File: src/rtl/goertzel_frame_ctrl_if.sv
// rtl/goertzel_frame_ctrl_if.sv - sample, engine and result bus bundle for goertzel_frame_ctrl
interface goertzel_frame_ctrl_if #(
    parameter int NF = 11,
    parameter int DW = 64
);
    logic                 start;
    logic [31:0]          cfg_ns;
    logic [DW-1:0]        cfg_ns_coef;
    logic                 s_valid;
    logic [DW-1:0]        s_data;
    logic                 s_ready;
    logic                 eng_rstn;
    logic                 eng_en;
    logic [DW-1:0]        eng_data;
    logic [31:0]          eng_ns;
    logic [DW-1:0]        eng_ns_coef;
    logic [NF-1:0]        eng_valid;
    logic [NF*32-1:0]     eng_res;
    logic                 res_valid;
    logic                 res_ready;
    logic [NF*32-1:0]     res_data;
    logic                 busy;
    logic                 err_tmo;

    // controller side
    modport slave (
        input  start, cfg_ns, cfg_ns_coef, s_valid, s_data, eng_valid, eng_res, res_ready,
        output s_ready, eng_rstn, eng_en, eng_data, eng_ns, eng_ns_coef,
        output res_valid, res_data, busy, err_tmo
    );

    // environment side: sample source, CSR layer, engine and result sink
    modport master (
        output start, cfg_ns, cfg_ns_coef, s_valid, s_data, eng_valid, eng_res, res_ready,
        input  s_ready, eng_rstn, eng_en, eng_data, eng_ns, eng_ns_coef,
        input  res_valid, res_data, busy, err_tmo
    );
endinterface

File: src/rtl/goertzel_frame_ctrl.sv
// rtl/goertzel_frame_ctrl.sv - Goertzel frame sequencer, optional WAIT watchdog under GZ_CTRL_TIMEOUT_EN
module goertzel_frame_ctrl #(
    parameter int NF  = 11,
    parameter int DW  = 64,
    parameter int GAP = 8,
    parameter int TMO = 4096
) (
    input  logic                 clk,
    input  logic                 rst,
    goertzel_frame_ctrl_if.slave bus
);
    localparam logic [2:0] S_IDLE = 3'd0;
    localparam logic [2:0] S_CLR  = 3'd1;
    localparam logic [2:0] S_FEED = 3'd2;
    localparam logic [2:0] S_WAIT = 3'd3;
    localparam logic [2:0] S_OUT  = 3'd4;

    localparam int GW = (GAP > 1) ? $clog2(GAP) : 1;

    logic [2:0]       r_state;
    logic             r_clr_cnt;
    logic [GW-1:0]    r_gap_cnt;
    logic [31:0]      r_sent;
    logic [31:0]      r_eng_ns;
    logic [DW-1:0]    r_eng_ns_coef;
    logic [DW-1:0]    r_eng_data;
    logic             r_eng_en;
    logic             r_eng_rstn;
    logic [NF*32-1:0] r_res_data;
    logic             w_s_ready;
    logic             w_all_valid;

`ifdef GZ_CTRL_TIMEOUT_EN
    localparam int TW = (TMO > 1) ? $clog2(TMO) : 1;
    logic [TW-1:0]    r_tmo_cnt;
    logic             r_err_tmo;
`else
    logic             w_unused_tmo;
    assign w_unused_tmo = (TMO > 0);
`endif

    // a sample is accepted only once the pacing gap has elapsed and the frame is not yet full
    assign w_s_ready   = (r_state == S_FEED) && (r_gap_cnt == '0) && (r_sent < r_eng_ns);
    // a result is only complete when every bin reports valid
    assign w_all_valid = &bus.eng_valid;

    assign bus.s_ready     = w_s_ready;
    assign bus.eng_rstn    = r_eng_rstn;
    assign bus.eng_en      = r_eng_en;
    assign bus.eng_data    = r_eng_data;
    assign bus.eng_ns      = r_eng_ns;
    assign bus.eng_ns_coef = r_eng_ns_coef;
    assign bus.res_valid   = (r_state == S_OUT);
    assign bus.res_data    = r_res_data;
    assign bus.busy        = (r_state != S_IDLE);
`ifdef GZ_CTRL_TIMEOUT_EN
    assign bus.err_tmo     = r_err_tmo;
`else
    assign bus.err_tmo     = 1'b0;
`endif

    // frame sequencing: config latch, engine clear, paced feed, result capture and hand-off
    always_ff @(posedge clk or posedge rst) begin
        if (rst) begin
            r_state       <= S_IDLE;
            r_clr_cnt     <= 1'b0;
            r_gap_cnt     <= '0;
            r_sent        <= '0;
            r_eng_ns      <= '0;
            r_eng_ns_coef <= '0;
            r_eng_data    <= '0;
            r_eng_en      <= 1'b0;
            r_eng_rstn    <= 1'b0;
            r_res_data    <= '0;
`ifdef GZ_CTRL_TIMEOUT_EN
            r_tmo_cnt     <= '0;
            r_err_tmo     <= 1'b0;
`endif
        end else begin
            r_eng_en <= 1'b0;
            if (r_gap_cnt != '0) begin
                r_gap_cnt <= r_gap_cnt - GW'(1);
            end
            case (r_state)
                S_IDLE: begin
                    // engine leaves reset one cycle after any reset or watchdog abort
                    r_eng_rstn <= 1'b1;
                    if (bus.start) begin
                        r_eng_ns      <= bus.cfg_ns;
                        r_eng_ns_coef <= bus.cfg_ns_coef;
                        r_sent        <= '0;
                        r_gap_cnt     <= '0;
                        r_clr_cnt     <= 1'b0;
                        r_eng_rstn    <= 1'b0;
                        r_state       <= S_CLR;
`ifdef GZ_CTRL_TIMEOUT_EN
                        r_err_tmo     <= 1'b0;
`endif
                    end
                end
                S_CLR: begin
                    if (r_clr_cnt) begin
                        r_eng_rstn <= 1'b1;
                        r_state    <= S_FEED;
                    end else begin
                        r_clr_cnt  <= 1'b1;
                    end
                end
                S_FEED: begin
                    if (w_s_ready && bus.s_valid) begin
                        r_eng_data <= bus.s_data;
                        r_eng_en   <= 1'b1;
                        r_gap_cnt  <= GW'(GAP - 1);
                        r_sent     <= r_sent + 32'd1;
                    end else if ((r_sent == r_eng_ns) && (r_gap_cnt == '0)) begin
                        r_state    <= S_WAIT;
`ifdef GZ_CTRL_TIMEOUT_EN
                        r_tmo_cnt  <= '0;
`endif
                    end
                end
                S_WAIT: begin
                    if (w_all_valid) begin
                        r_res_data <= bus.eng_res;
                        r_state    <= S_OUT;
                    end
`ifdef GZ_CTRL_TIMEOUT_EN
                    else if (r_tmo_cnt == TW'(TMO - 1)) begin
                        r_err_tmo  <= 1'b1;
                        r_eng_rstn <= 1'b0;
                        r_state    <= S_IDLE;
                    end else begin
                        r_tmo_cnt  <= r_tmo_cnt + TW'(1);
                    end
`endif
                end
                S_OUT: begin
                    if (bus.res_ready) begin
                        r_state <= S_IDLE;
                    end
                end
                default: r_state <= S_IDLE;
            endcase
        end
    end
endmodule

File: src/flat_wrapper.sv
// flat-port wrapper written by rule: the top's interface ports become plain ports
module goertzel_frame_ctrl_flat 
#(
    parameter int NF  = 11,
    parameter int DW  = 64,
    parameter int GAP = 8,
    parameter int TMO = 4096
)
  (clk, rst, bus_start, bus_cfg_ns, bus_cfg_ns_coef, bus_s_valid, bus_s_data, bus_eng_valid, bus_eng_res, bus_res_ready, bus_s_ready, bus_eng_rstn, bus_eng_en, bus_eng_data, bus_eng_ns, bus_eng_ns_coef, bus_res_valid, bus_res_data, bus_busy, bus_err_tmo);
  goertzel_frame_ctrl_if #(.NF(NF), .DW(DW)) bus_i ();
  input  logic clk;
  input  logic rst;
  input wire logic [$bits(bus_i.start)-1:0] bus_start;
  input wire logic [$bits(bus_i.cfg_ns)-1:0] bus_cfg_ns;
  input wire logic [$bits(bus_i.cfg_ns_coef)-1:0] bus_cfg_ns_coef;
  input wire logic [$bits(bus_i.s_valid)-1:0] bus_s_valid;
  input wire logic [$bits(bus_i.s_data)-1:0] bus_s_data;
  input wire logic [$bits(bus_i.eng_valid)-1:0] bus_eng_valid;
  input wire logic [$bits(bus_i.eng_res)-1:0] bus_eng_res;
  input wire logic [$bits(bus_i.res_ready)-1:0] bus_res_ready;
  output wire logic [$bits(bus_i.s_ready)-1:0] bus_s_ready;
  output wire logic [$bits(bus_i.eng_rstn)-1:0] bus_eng_rstn;
  output wire logic [$bits(bus_i.eng_en)-1:0] bus_eng_en;
  output wire logic [$bits(bus_i.eng_data)-1:0] bus_eng_data;
  output wire logic [$bits(bus_i.eng_ns)-1:0] bus_eng_ns;
  output wire logic [$bits(bus_i.eng_ns_coef)-1:0] bus_eng_ns_coef;
  output wire logic [$bits(bus_i.res_valid)-1:0] bus_res_valid;
  output wire logic [$bits(bus_i.res_data)-1:0] bus_res_data;
  output wire logic [$bits(bus_i.busy)-1:0] bus_busy;
  output wire logic [$bits(bus_i.err_tmo)-1:0] bus_err_tmo;
  assign bus_i.start = bus_start;
  assign bus_i.cfg_ns = bus_cfg_ns;
  assign bus_i.cfg_ns_coef = bus_cfg_ns_coef;
  assign bus_i.s_valid = bus_s_valid;
  assign bus_i.s_data = bus_s_data;
  assign bus_i.eng_valid = bus_eng_valid;
  assign bus_i.eng_res = bus_eng_res;
  assign bus_i.res_ready = bus_res_ready;
  assign bus_s_ready = bus_i.s_ready;
  assign bus_eng_rstn = bus_i.eng_rstn;
  assign bus_eng_en = bus_i.eng_en;
  assign bus_eng_data = bus_i.eng_data;
  assign bus_eng_ns = bus_i.eng_ns;
  assign bus_eng_ns_coef = bus_i.eng_ns_coef;
  assign bus_res_valid = bus_i.res_valid;
  assign bus_res_data = bus_i.res_data;
  assign bus_busy = bus_i.busy;
  assign bus_err_tmo = bus_i.err_tmo;
  goertzel_frame_ctrl #(.NF(NF), .DW(DW), .GAP(GAP), .TMO(TMO)) u_core (.clk(clk), .rst(rst), .bus(bus_i));
endmodule
File: config.mk
export PLATFORM = sky130hd
export DESIGN_NAME = goertzel_frame_ctrl_flat
export DESIGN_NICKNAME = d
export VERILOG_FILES = /design/src/rtl/goertzel_frame_ctrl_if.sv /design/src/rtl/goertzel_frame_ctrl.sv /design/src/flat_wrapper.sv
export SDC_FILE = /design/constraint.sdc
export NUM_CORES = 1
export LEC_CHECK = 0
export ABC_AREA = 1
export BUFFER_PORTS_ARGS = -buffer_cell sky130_fd_sc_hd__buf_2
export CAP_MARGIN = 5
export CORE_AREA = 2 2 404 406
export DETAILED_ROUTE_END_ITERATION = 7
export DIE_AREA = 0 0 406 408
export PLACE_DENSITY = 0.43
export SKIP_CTS_REPAIR_TIMING = 1
export SLEW_MARGIN = 20
export SYNTH_ARGS = -nofsm -noshare
export SYNTH_HDL_FRONTEND = slang
export SYNTH_SLANG_ARGS = --single-unit
export TNS_END_PERCENT = 20
File: constraint.sdc
create_clock -name clk -period 27.8 [get_ports clk]
set_input_delay 2.78 -clock clk [delete_from_list [all_inputs] [get_ports clk]]
set_output_delay 2.78 -clock clk [all_outputs]
set_load 0.005 [all_outputs]
==> flow_summary.html, run 1 <==
<table>
<tr><th>Metric</th><th>Value</th></tr>
<tr><th colspan="2">STA</th></tr>
<tr><td>Measured slew at the worst slew-check pin</td><td>1.09 ns</td></tr>
<tr><td>Final setup skew</td><td>roughly 0.033 ns</td></tr>
<tr><td>Hold violation total from the final report</td><td>0</td></tr>
<tr><td>Post-route fraction of the period consumed by the critical path</td><td>about a quarter</td></tr>
<tr><td>Peak clock frequency supported by timing</td><td>~150 MHz</td></tr>
<tr><td>Time the worst path needs with I/O delays and setup</td><td>between 6 and 7 ns</td></tr>
<tr><td>Count of endpoints failing setup in the final report</td><td>0</td></tr>
<tr><td>Total negative setup slack</td><td>0 ns</td></tr>
<tr><td>Max-slew violations</td><td>0</td></tr>
<tr><td>Slew Limit Headroom</td><td>between 20% and 30%</td></tr>
<tr><td>Unrepaired setup endpoints after global routing</td><td>no</td></tr>
<tr><th colspan="2">Routing</th></tr>
<tr><td>Post-detailed-route DRC marker count</td><td>0</td></tr>
<tr><td>Number of vias per cell after detailed routing</td><td>3.47</td></tr>
<tr><td>Detailed-routing iteration count for the pre-antenna-repair pass</td><td>5</td></tr>
<tr><td>Detailed-route via count</td><td>~18000</td></tr>
<tr><td>Iteration-0 DRC count of the detailed router</td><td>between 1000 and 1500</td></tr>
<tr><td>Average wire per standard cell</td><td>a little over 20 um</td></tr>
<tr><td>Post-Route WL</td><td>107 mm</td></tr>
<tr><td>Number of antenna-violating nets in the routed design</td><td>0</td></tr>
<tr><th colspan="2">Cells and area</th></tr>
<tr><td>Utilization of the core after routing</td><td>about a fifth</td></tr>
<tr><td>Commonest cells after routing, fill and taps aside</td><td>sky130_fd_sc_hd__buf_2 (1044), sky130_fd_sc_hd__nand2_1 (602), sky130_fd_sc_hd__dfrtp_1 (553)</td></tr>
<tr><td>Area growth from synthesis to layout</td><td>42.9%</td></tr>
<tr><td>Most common cell after layout, fill and taps aside</td><td>sky130_fd_sc_hd__buf_2</td></tr>
<tr><td>Number of nets in the layout</td><td>about 3600</td></tr>
<tr><td>Filler Cell Count</td><td>~18000</td></tr>
<tr><td>Share of post-route cells with drive strength above 1</td><td>just over 50%</td></tr>
<tr><th colspan="2">Run status</th></tr>
<tr><td>Status</td><td>finished clean</td></tr>
<tr><th colspan="2">Logic synthesis</th></tr>
<tr><td>Share of the synthesized area in the top cell type</td><td>58.4%</td></tr>
<tr><td>Leading area contributor after synthesis</td><td>sky130_fd_sc_hd__dfrtp_1</td></tr>
<tr><td>Netlist area before placement</td><td>between 20000 and 25000 sq um</td></tr>
<tr><td>YS warnings</td><td>0</td></tr>
<tr><td>FF+latch count, synth</td><td>553</td></tr>
<tr><td>Gate count of the mapped netlist</td><td>~1900</td></tr>
<tr><td>Post-Synthesis Net Count</td><td>about 2500</td></tr>
<tr><td>Synth area leaders</td><td>sky130_fd_sc_hd__dfrtp_1 (58%), sky130_fd_sc_hd__mux2_4 (18%), sky130_fd_sc_hd__nand2_1 (9.5%)</td></tr>
<tr><td>Part of the Yosys area used for sequential elements</td><td>58.4%</td></tr>
<tr><td>Number of different library cells in the post-synthesis netlist</td><td>30</td></tr>
<tr><td>Syn Area/Cell</td><td>12.2 sq um</td></tr>
<tr><th colspan="2">Run</th></tr>
<tr><td>Max-capacitance violation count</td><td>0</td></tr>
<tr><th colspan="2">Clock tree</th></tr>
<tr><td>Sink count of the clock tree</td><td>553</td></tr>
<tr><td>Clock tree from TritonCTS</td><td>done</td></tr>
<tr><td>Clock Tree Buf Depth</td><td>3</td></tr>
<tr><td>Number of H-tree levels</td><td>3</td></tr>
<tr><td>CTS Root Cell</td><td>sky130_fd_sc_hd__clkbuf_16</td></tr>
<tr><td>CTS Buf Count</td><td>between 70 and 80</td></tr>
<tr><td>Clock-pin transition on the worst setup and hold timing paths</td><td>roughly 0.05 ns</td></tr>
<tr><td>Worst-Skew Late Latency</td><td>around 0.67 ns</td></tr>
<tr><th colspan="2">Setup path</th></tr>
<tr><td>CP endpoint</td><td>u_core.bus.res_data[339]$_DFFE_PP0P_</td></tr>
<tr><td>Type of the worst setup path</td><td>primary input to register</td></tr>
<tr><td>Endpoint of the worst register-to-register path</td><td>u_core.bus.res_data[339]$_DFFE_PP0P_</td></tr>
<tr><td>Endpoint type of the worst setup path</td><td>register</td></tr>
<tr><td>Critical R2R Launch</td><td>u_core.r_state[0]$_DFFE_PP0P_</td></tr>
<tr><td>Kind of start point of the critical path</td><td>primary input</td></tr>
<tr><td>Critical Path Start</td><td>bus_eng_valid[0]</td></tr>
<tr><td>Worst R2R Setup Slack</td><td>approximately 23 ns</td></tr>
<tr><td>Maximum fanout count along the critical path</td><td>just under 100</td></tr>
<tr><td>Depth of the worst register-to-register path</td><td>11</td></tr>
<tr><td>Arrival @ worst endpoint</td><td>7.37 ns</td></tr>
<tr><td>Data required time of the worst path</td><td>~28 ns</td></tr>
<tr><th colspan="2">Global route</th></tr>
<tr><td>GRT Residual Overflow</td><td>0</td></tr>
<tr><td>Aggregate global-route resource usage</td><td>between 10% and 20%</td></tr>
<tr><td>Number of antenna violations at the first check in global routing</td><td>47</td></tr>
<tr><td>First-pass GRT wire length</td><td>148 mm</td></tr>
<tr><td>Pin count of the biggest net entering global routing</td><td>about 120</td></tr>
<tr><td>Via count of the first global-routing pass</td><td>roughly 19000</td></tr>
<tr><th colspan="2">Place</th></tr>
<tr><td>Post-DP HPWL</td><td>approximately 85 mm</td></tr>
<tr><td>Final weighted congestion in routability-driven placement</td><td>0.897</td></tr>
<tr><td>Number of input and output port buffers inserted</td><td>~1000</td></tr>
<tr><th colspan="2">Die</th></tr>
<tr><td>Core Box Area</td><td>162000 sq um</td></tr>
<tr><td>Row count</td><td>148</td></tr>
<tr><td>Vertical die dimension</td><td>408 um</td></tr>
<tr><td>Count of boundary I/O pins</td><td>roughly 1000</td></tr>
<tr><td>Chip Width</td><td>406 um</td></tr>
<tr><td>Initial core utilization</td><td>between 10% and 20%</td></tr>
<tr><td>Die Outline Area</td><td>roughly 170000 sq um</td></tr>
<tr><th colspan="2">Hold path</th></tr>
<tr><td>Hold WC Path Type</td><td>register to register</td></tr>
<tr><td>Beginning of the worst hold path</td><td>u_core.bus.eng_data[35]$_DFFE_PP0P_</td></tr>
<tr><th colspan="2">Power</th></tr>
<tr><td>Static leakage power</td><td>19.4 nW</td></tr>
<tr><td>Total power divided by cell area</td><td>roughly 75 nW/um^2</td></tr>
<tr><td>Peak supply drop</td><td>roughly 0.037 mV</td></tr>
</table>
[registers in the layout, indices dropped and copies added, names as in the netlist]
| name | count |
|---|---|
| u_core.bus.eng_data | 64 |
| u_core.bus.eng_en | 1 |
| u_core.bus.eng_ns | 32 |
| u_core.bus.eng_ns_coef | 64 |
| u_core.bus.eng_rstn | 1 |
| u_core.bus.res_data | 352 |
| u_core.r_clr_cnt | 1 |
| u_core.r_gap_cnt | 3 |
| u_core.r_sent | 32 |
| u_core.r_state | 3 |
[worst max-delay path: stages]
cell	delay [ns]
sky130_fd_sc_hd__buf_2	0.10
sky130_fd_sc_hd__nand2_1	0.06
sky130_fd_sc_hd__nor2_1	0.04
sky130_fd_sc_hd__nand2_1	0.07
sky130_fd_sc_hd__inv_1	0.10
sky130_fd_sc_hd__nand2_8	0.48
sky130_fd_sc_hd__buf_4	0.69
sky130_fd_sc_hd__buf_4	0.83
sky130_fd_sc_hd__buf_12	0.55
sky130_fd_sc_hd__buf_4	0.76
sky130_fd_sc_hd__mux2_2	0.41
[cells by family after synthesis]
logic type / synth area share, %
compound gates: 1.23
xor+xnor: 0.961
fa+ha+maj: 1.85
buf+inv: 4.03
flops: 58.4
mux: 21.2
other cells: 0.0158
simple gates: 12.3
[worst min-delay path by stage]
| stage | end | cells after the start | slack [ns] |
|---|---|---|---|
| 2_1_floorplan | u_core.bus.eng_data[0]$_DFFE_PP0P_ | 2 | 0.47 |
| 6_report | u_core.bus.eng_data[35]$_DFFE_PP0P_ | 2 | 0.47 |
| 4_1_cts | u_core.bus.eng_data[23]$_DFFE_PP0P_ | 2 | 0.47 |
| 3_3_place_gp | u_core.bus.eng_data[23]$_DFFE_PP0P_ | 2 | 0.46 |
| 5_1_grt | u_core.bus.eng_ns_coef[28]$_DFFE_PP0P_ | 2 | 0.49 |
| 3_5_place_dp | u_core.bus.eng_data[23]$_DFFE_PP0P_ | 2 | 0.46 |
[routing by layer]
| metal | global-route usage, % | vias up | share of wire [%] |
|---|---|---|---|
| met5 | 0 | - | 0.14 |
| met4 | 2.86 | 22 | 2.0 |
| met3 | 4.46 | 180 | 8.4 |
| met2 | 20.1 | 707 | 46 |
| met1 | 15.9 | 8845 | 43 |
| li1 | - | 8404 | - |
[report_power, final]
part	internal (mW)	leakage, nW	switching [mW]	total (mW)
logic	0.187	10.6	0.339	0.526
clock network	0.619	1.25	0.404	1.02
registers	0.919	7.49	0.0652	0.985
total	1.73	19.4	0.809	2.53
[synth_stat cells]
cell type and n:
sky130_fd_sc_hd__nand2_2 1, sky130_fd_sc_hd__nor3_1 12, sky130_fd_sc_hd__xor2_1 15, sky130_fd_sc_hd__o21a_1 2, sky130_fd_sc_hd__o21ai_0 39, sky130_fd_sc_hd__nand2_1 602, sky130_fd_sc_hd__a21oi_1 13, sky130_fd_sc_hd__dfrtp_1 553
sky130_fd_sc_hd__mux2_4 280, sky130_fd_sc_hd__nand4_1 5, sky130_fd_sc_hd__clkbuf_1 18, sky130_fd_sc_hd__o21bai_1 1, sky130_fd_sc_hd__nand3_1 53, sky130_fd_sc_hd__buf_6 31, sky130_fd_sc_hd__nand3_2 1, sky130_fd_sc_hd__nor3_2 2
sky130_fd_sc_hd__buf_4 9, sky130_fd_sc_hd__buf_2 27, sky130_fd_sc_hd__conb_1 1, sky130_fd_sc_hd__nand3b_1 1, sky130_fd_sc_hd__inv_2 3, sky130_fd_sc_hd__ha_1 35, sky130_fd_sc_hd__a211oi_1 1, sky130_fd_sc_hd__nor2_1 60
sky130_fd_sc_hd__xnor2_1 11, sky130_fd_sc_hd__nor2_2 1, sky130_fd_sc_hd__nor3b_1 3, sky130_fd_sc_hd__mux2_2 72, sky130_fd_sc_hd__inv_1 86, sky130_fd_sc_hd__nor4_1 1
[metrics by stage]
step                      total power, mW  hold WS (ns)  instances  area (sq um)  setup slack (ns)
after floorplan                      1.22         0.472       1939         23700              9.56
after global placement               1.54         0.457       5093         31200             20.38
after detailed placement             1.55         0.460       5093         31200             20.34
after CTS                            2.60         0.475       5221         33800             21.11
after global routing                 2.70         0.491       5224         33800             20.82
final                                2.53         0.471       5227         33800             20.96
[final cells by class]
| class | instances | area (sq um) | area share (%) |
|---|---|---|---|
| flip-flops and latches | 553 | 13800 | 40.9 |
| multi-input cells | 1212 | 8930 | 26.4 |
| repair buffers | 1064 | 5390 | 15.9 |
| well taps | 2175 | 2720 | 8.04 |
| clock buffers | 99 | 2100 | 6.22 |
| clock inverters | 29 | 502 | 1.48 |
| inverters | 89 | 345 | 1.02 |
| diodes | 6 | 15.0 | 0.0444 |
Power figures use the tool's default switching activity.
==> run 2, diff against run 1 <==
--- a/config.mk
+++ b/config.mk
@@ -8,10 +8,10 @@
 export ABC_AREA = 1
 export BUFFER_PORTS_ARGS = -buffer_cell sky130_fd_sc_hd__buf_2
 export CAP_MARGIN = 5
-export CORE_AREA = 2 2 404 406
+export CORE_AREA = 2 2 403 405
 export DETAILED_ROUTE_END_ITERATION = 7
-export DIE_AREA = 0 0 406 408
-export PLACE_DENSITY = 0.43
+export DIE_AREA = 0 0 405 407
+export PLACE_DENSITY = 0.44
 export SKIP_CTS_REPAIR_TIMING = 1
 export SLEW_MARGIN = 20
 export SYNTH_ARGS = -nofsm -noshare
==> constraint.sdc (replaced) <==
create_clock -name clk -period 6.1 [get_ports clk]
set_input_delay 0.61 -clock clk [delete_from_list [all_inputs] [get_ports clk]]
set_output_delay 0.61 -clock clk [all_outputs]
set_load 0.005 [all_outputs]
==> run 2 against run 1 <==
Combinational power grew to 4.6 times the previous value. Design area is 0.57% lower. Sequential power grew to 4.5 times the previous value. Critical path type is now register to register. Via count is 1.1% higher. First-iteration DRC count is 9.5% higher. Sequential cell count stayed put. Clock power grew to 4.1 times the previous value. Critical path depth is 2 higher. Highest routed layer unchanged. Sequential share of layout area is 0.23 points higher.
==> flow_summary.html, run 2 (synthesis results as in run 1) <==
<table>
<tr><th>Metric</th><th>Value</th></tr>
<tr><th colspan="2">Cells and area</th></tr>
<tr><td>Share of post-route cells with drive strength above 1</td><td>about half</td></tr>
<tr><td>Filler Cell Count</td><td>17600</td></tr>
<tr><td>Number of nets in the layout</td><td>between 3000 and 4000</td></tr>
<tr><td>Final Instance Area</td><td>~34000 sq um</td></tr>
<tr><td>Number of standard cells in the final layout excluding fillers</td><td>between 5000 and 6000</td></tr>
<tr><td>Area growth from synthesis to layout</td><td>42.1%</td></tr>
<tr><td>Number of flip-flops in the largest register</td><td>352</td></tr>
<tr><td>Commonest cells after routing, fill and taps aside</td><td>sky130_fd_sc_hd__buf_2 (1044), sky130_fd_sc_hd__nand2_1 (602), sky130_fd_sc_hd__dfrtp_1 (553)</td></tr>
<tr><td>Utilization of the core after routing</td><td>21.0%</td></tr>
<tr><td>Most common cell after layout, fill and taps aside</td><td>sky130_fd_sc_hd__buf_2</td></tr>
<tr><th colspan="2">Power</th></tr>
<tr><td>Share of total power consumed by net switching</td><td>roughly a third</td></tr>
<tr><td>Part of the power in combinational logic</td><td>21.7%</td></tr>
<tr><td>Reg power frac</td><td>between 40% and 50%</td></tr>
<tr><td>Total power divided by cell area</td><td>about 330 nW/um^2</td></tr>
<tr><td>Static leakage power</td><td>between 15 and 20 nW</td></tr>
<tr><td>Proportion of power drawn by the clock network</td><td>37.9%</td></tr>
<tr><td>Peak supply drop</td><td>0.195 mV</td></tr>
<tr><td>Overall power after layout</td><td>about 11 mW</td></tr>
<tr><td>Internal power contribution</td><td>approximately 7.4 mW</td></tr>
<tr><td>Power spent charging and discharging nets</td><td>3.66 mW</td></tr>
<tr><th colspan="2">Die</th></tr>
<tr><td>Vertical die dimension</td><td>roughly 410 um</td></tr>
<tr><td>Chip Width</td><td>405 um</td></tr>
<tr><td>Initial core utilization</td><td>14.8%</td></tr>
<tr><td>Count of boundary I/O pins</td><td>around 1000</td></tr>
<tr><td>Core Box Area</td><td>about 160000 sq um</td></tr>
<tr><td>Die Outline Area</td><td>around 160000 sq um</td></tr>
<tr><td>Row count</td><td>147</td></tr>
<tr><th colspan="2">Hold path</th></tr>
<tr><td>End point of the worst hold path</td><td>u_core.bus.eng_data[55]$_DFFE_PP0P_</td></tr>
<tr><td>Beginning of the worst hold path</td><td>bus_s_data[55]</td></tr>
<tr><td>Hold WC Path Type</td><td>primary input to register</td></tr>
<tr><td>Worst hold path depth</td><td>3</td></tr>
<tr><th colspan="2">Clock tree</th></tr>
<tr><td>Worst-Skew Late Latency</td><td>0.69 ns</td></tr>
<tr><td>Clock-pin transition on the worst setup and hold timing paths</td><td>0.06 ns</td></tr>
<tr><td>Clock Tree Buf Depth</td><td>3</td></tr>
<tr><td>Sink count of the clock tree</td><td>approximately 550</td></tr>
<tr><td>CTS Root Cell</td><td>sky130_fd_sc_hd__clkbuf_16</td></tr>
<tr><td>CTS Buf Count</td><td>between 70 and 80</td></tr>
<tr><td>Number of H-tree levels</td><td>3</td></tr>
<tr><td>Clock tree from TritonCTS</td><td>done</td></tr>
<tr><th colspan="2">Setup path</th></tr>
<tr><td>Crit-path cells</td><td>inv_1 &gt; ha_1 &gt; inv_1 &gt; nor2_2 &gt; nand3b_1 &gt; nor2_1 &gt; nand3_1 &gt; nor2_1 &gt; nand3_4 &gt; inv_4 &gt; buf_4 &gt; nand2_1 &gt; nand2_1</td></tr>
<tr><td>Worst R2R Setup Slack</td><td>~2.3 ns</td></tr>
<tr><td>Biggest cell delay along the critical path</td><td>between 0.8 and 0.9 ns</td></tr>
<tr><td>Maximum fanout count along the critical path</td><td>53</td></tr>
<tr><td>Endpoint type of the worst setup path</td><td>register</td></tr>
<tr><td>Arrival @ worst endpoint</td><td>~4.4 ns</td></tr>
<tr><td>Type of the worst setup path</td><td>register to register</td></tr>
<tr><td>Data required time of the worst path</td><td>approximately 6.7 ns</td></tr>
<tr><td>Endpoint of the worst register-to-register path</td><td>u_core.bus.eng_data[47]$_DFFE_PP0P_</td></tr>
<tr><td>Depth of the worst register-to-register path</td><td>13</td></tr>
<tr><td>Crit-path slowest cell</td><td>sky130_fd_sc_hd__inv_4</td></tr>
<tr><td>Kind of start point of the critical path</td><td>register</td></tr>
<tr><td>Critical R2R Launch</td><td>u_core.r_gap_cnt[0]$_DFF_PP0_</td></tr>
<tr><th colspan="2">STA</th></tr>
<tr><td>Post-route worst hold slack</td><td>around 0.12 ns</td></tr>
<tr><td>Total negative setup slack</td><td>0 ns</td></tr>
<tr><td>Unrepaired setup endpoints after global routing</td><td>no</td></tr>
<tr><td>Hold violation total from the final report</td><td>0</td></tr>
<tr><td>Post-route setup slack</td><td>between 2 and 2.5 ns</td></tr>
<tr><td>Slew Limit Headroom</td><td>between 30 and 40%</td></tr>
<tr><td>Final setup skew</td><td>approximately 0.063 ns</td></tr>
<tr><td>Time the worst path needs with I/O delays and setup</td><td>between 3 and 4 ns</td></tr>
<tr><td>Max-slew violations</td><td>0</td></tr>
<tr><td>Count of endpoints failing setup in the final report</td><td>0</td></tr>
<tr><td>Post-route fraction of the period consumed by the critical path</td><td>between 60% and 70%</td></tr>
<tr><td>Measured slew at the worst slew-check pin</td><td>0.951 ns</td></tr>
<tr><td>Peak clock frequency supported by timing</td><td>263 MHz</td></tr>
<tr><th colspan="2">Run status</th></tr>
<tr><td>Status</td><td>finished clean</td></tr>
<tr><th colspan="2">Routing</th></tr>
<tr><td>Number of vias per cell after detailed routing</td><td>3.52</td></tr>
<tr><td>Detailed-routing iteration count for the pre-antenna-repair pass</td><td>5</td></tr>
<tr><td>Number of antenna-violating nets in the routed design</td><td>0</td></tr>
<tr><td>Post-detailed-route DRC marker count</td><td>0</td></tr>
<tr><td>Iteration-0 DRC count of the detailed router</td><td>1221</td></tr>
<tr><td>Post-Route WL</td><td>110 mm</td></tr>
<tr><td>Average wire per standard cell</td><td>approximately 21 um</td></tr>
<tr><td>Detailed-route via count</td><td>approximately 18000</td></tr>
<tr><th colspan="2">Run</th></tr>
<tr><td>Max-capacitance violation count</td><td>0</td></tr>
<tr><th colspan="2">Place</th></tr>
<tr><td>Number of input and output port buffers inserted</td><td>around 1000</td></tr>
<tr><td>Post-placement worst setup slack</td><td>2.17 ns</td></tr>
<tr><td>Post-DP HPWL</td><td>between 80 and 90 mm</td></tr>
<tr><td>Placed inst area</td><td>between 30000 and 40000 sq um</td></tr>
<tr><td>Final weighted congestion in routability-driven placement</td><td>slightly below 0.9</td></tr>
<tr><td>Total placed cells including tap cells</td><td>~5000</td></tr>
<tr><th colspan="2">Global route</th></tr>
<tr><td>GRT Residual Overflow</td><td>0</td></tr>
<tr><td>Pin count of the biggest net entering global routing</td><td>140</td></tr>
<tr><td>Number of antenna violations at the first check in global routing</td><td>53</td></tr>
<tr><td>Via count of the first global-routing pass</td><td>about 19000</td></tr>
<tr><td>Aggregate global-route resource usage</td><td>between 10% and 20%</td></tr>
<tr><td>First-pass GRT wire length</td><td>roughly 150 mm</td></tr>
</table>
run 2: cell count changes in the layout (fill, tap and decap cells not counted), moves of 4 or more:
cell	previous run	this run
sky130_fd_sc_hd__bufinv_16	9	1
sky130_fd_sc_hd__clkbuf_8	18	12
sky130_fd_sc_hd__buf_4	19	15
sky130_fd_sc_hd__buf_12	1	7
sky130_fd_sc_hd__clkbuf_1	8	16
sky130_fd_sc_hd__clkinv_2	6	13
run 2: metal layers:
| layer | global-route usage [%] | wire length, um | up-vias | share of wire (%) |
|---|---|---|---|---|
| met5 | 0 | 124 | - | 0.11 |
| met4 | 3.70 | 3000 | 22 | 2.7 |
| met3 | 5.90 | 12000 | 181 | 11 |
| met2 | 20.8 | 52100 | 796 | 47 |
| met1 | 14.6 | 42500 | 8933 | 39 |
| li1 | - | - | 8429 | - |
run 2: power by group through the flow:
| stage | Clock [mW] | Combinational, mW | Sequential [mW] |
|---|---|---|---|
| after global routing | 4.51 | 2.74 | 4.54 |
| final | 4.20 | 2.40 | 4.48 |
| after floorplan | 0 | 1.00 | 4.57 |
| after detailed placement | 0 | 2.50 | 4.54 |
| after CTS | 4.36 | 2.52 | 4.48 |
| after global placement | 0 | 2.51 | 4.52 |
run 2: layout make-up:
cell class                 count  area, sq um  area share (%)
antenna                        9         22.5          0.0669
clock buffer                  99         2000            5.95
clock inverter                25          315           0.937
inverter                      89          342            1.02
multi-input combinational   1212         8930            26.5
sequential                   553        13800            41.1
tap                         2160         2700            8.03
timing repair buffer        1068         5500            16.3
run 2: how the worst max path moves through the flow:
stage | from | endpoint | slack (ns) | cells after the start
5_1_grt | u_core.r_gap_cnt[0]$_DFF_PP0_ | u_core.bus.eng_data[47]$_DFFE_PP0P_ | 1.91 | 13
3_3_place_gp | u_core.r_gap_cnt[0]$_DFF_PP0_ | u_core.bus.eng_data[62]$_DFFE_PP0P_ | 2.16 | 13
3_5_place_dp | u_core.r_gap_cnt[0]$_DFF_PP0_ | u_core.bus.eng_data[15]$_DFFE_PP0P_ | 2.17 | 13
2_1_floorplan | rst | u_core.bus.eng_data[0]$_DFFE_PP0P_ | -2.04 | 1
6_report | u_core.r_gap_cnt[0]$_DFF_PP0_ | u_core.bus.eng_data[47]$_DFFE_PP0P_ | 2.30 | 13
4_1_cts | u_core.r_gap_cnt[0]$_DFF_PP0_ | u_core.bus.eng_data[47]$_DFFE_PP0P_ | 2.15 | 13
run 2: critical path: cells and delay by family, from the launching register on:
family | cells | cell delay, ns
fa+ha+maj | 1 | 0.15
buf+inv | 4 | 1.44
flops | 1 | 0.38
simple gates | 8 | 1.72
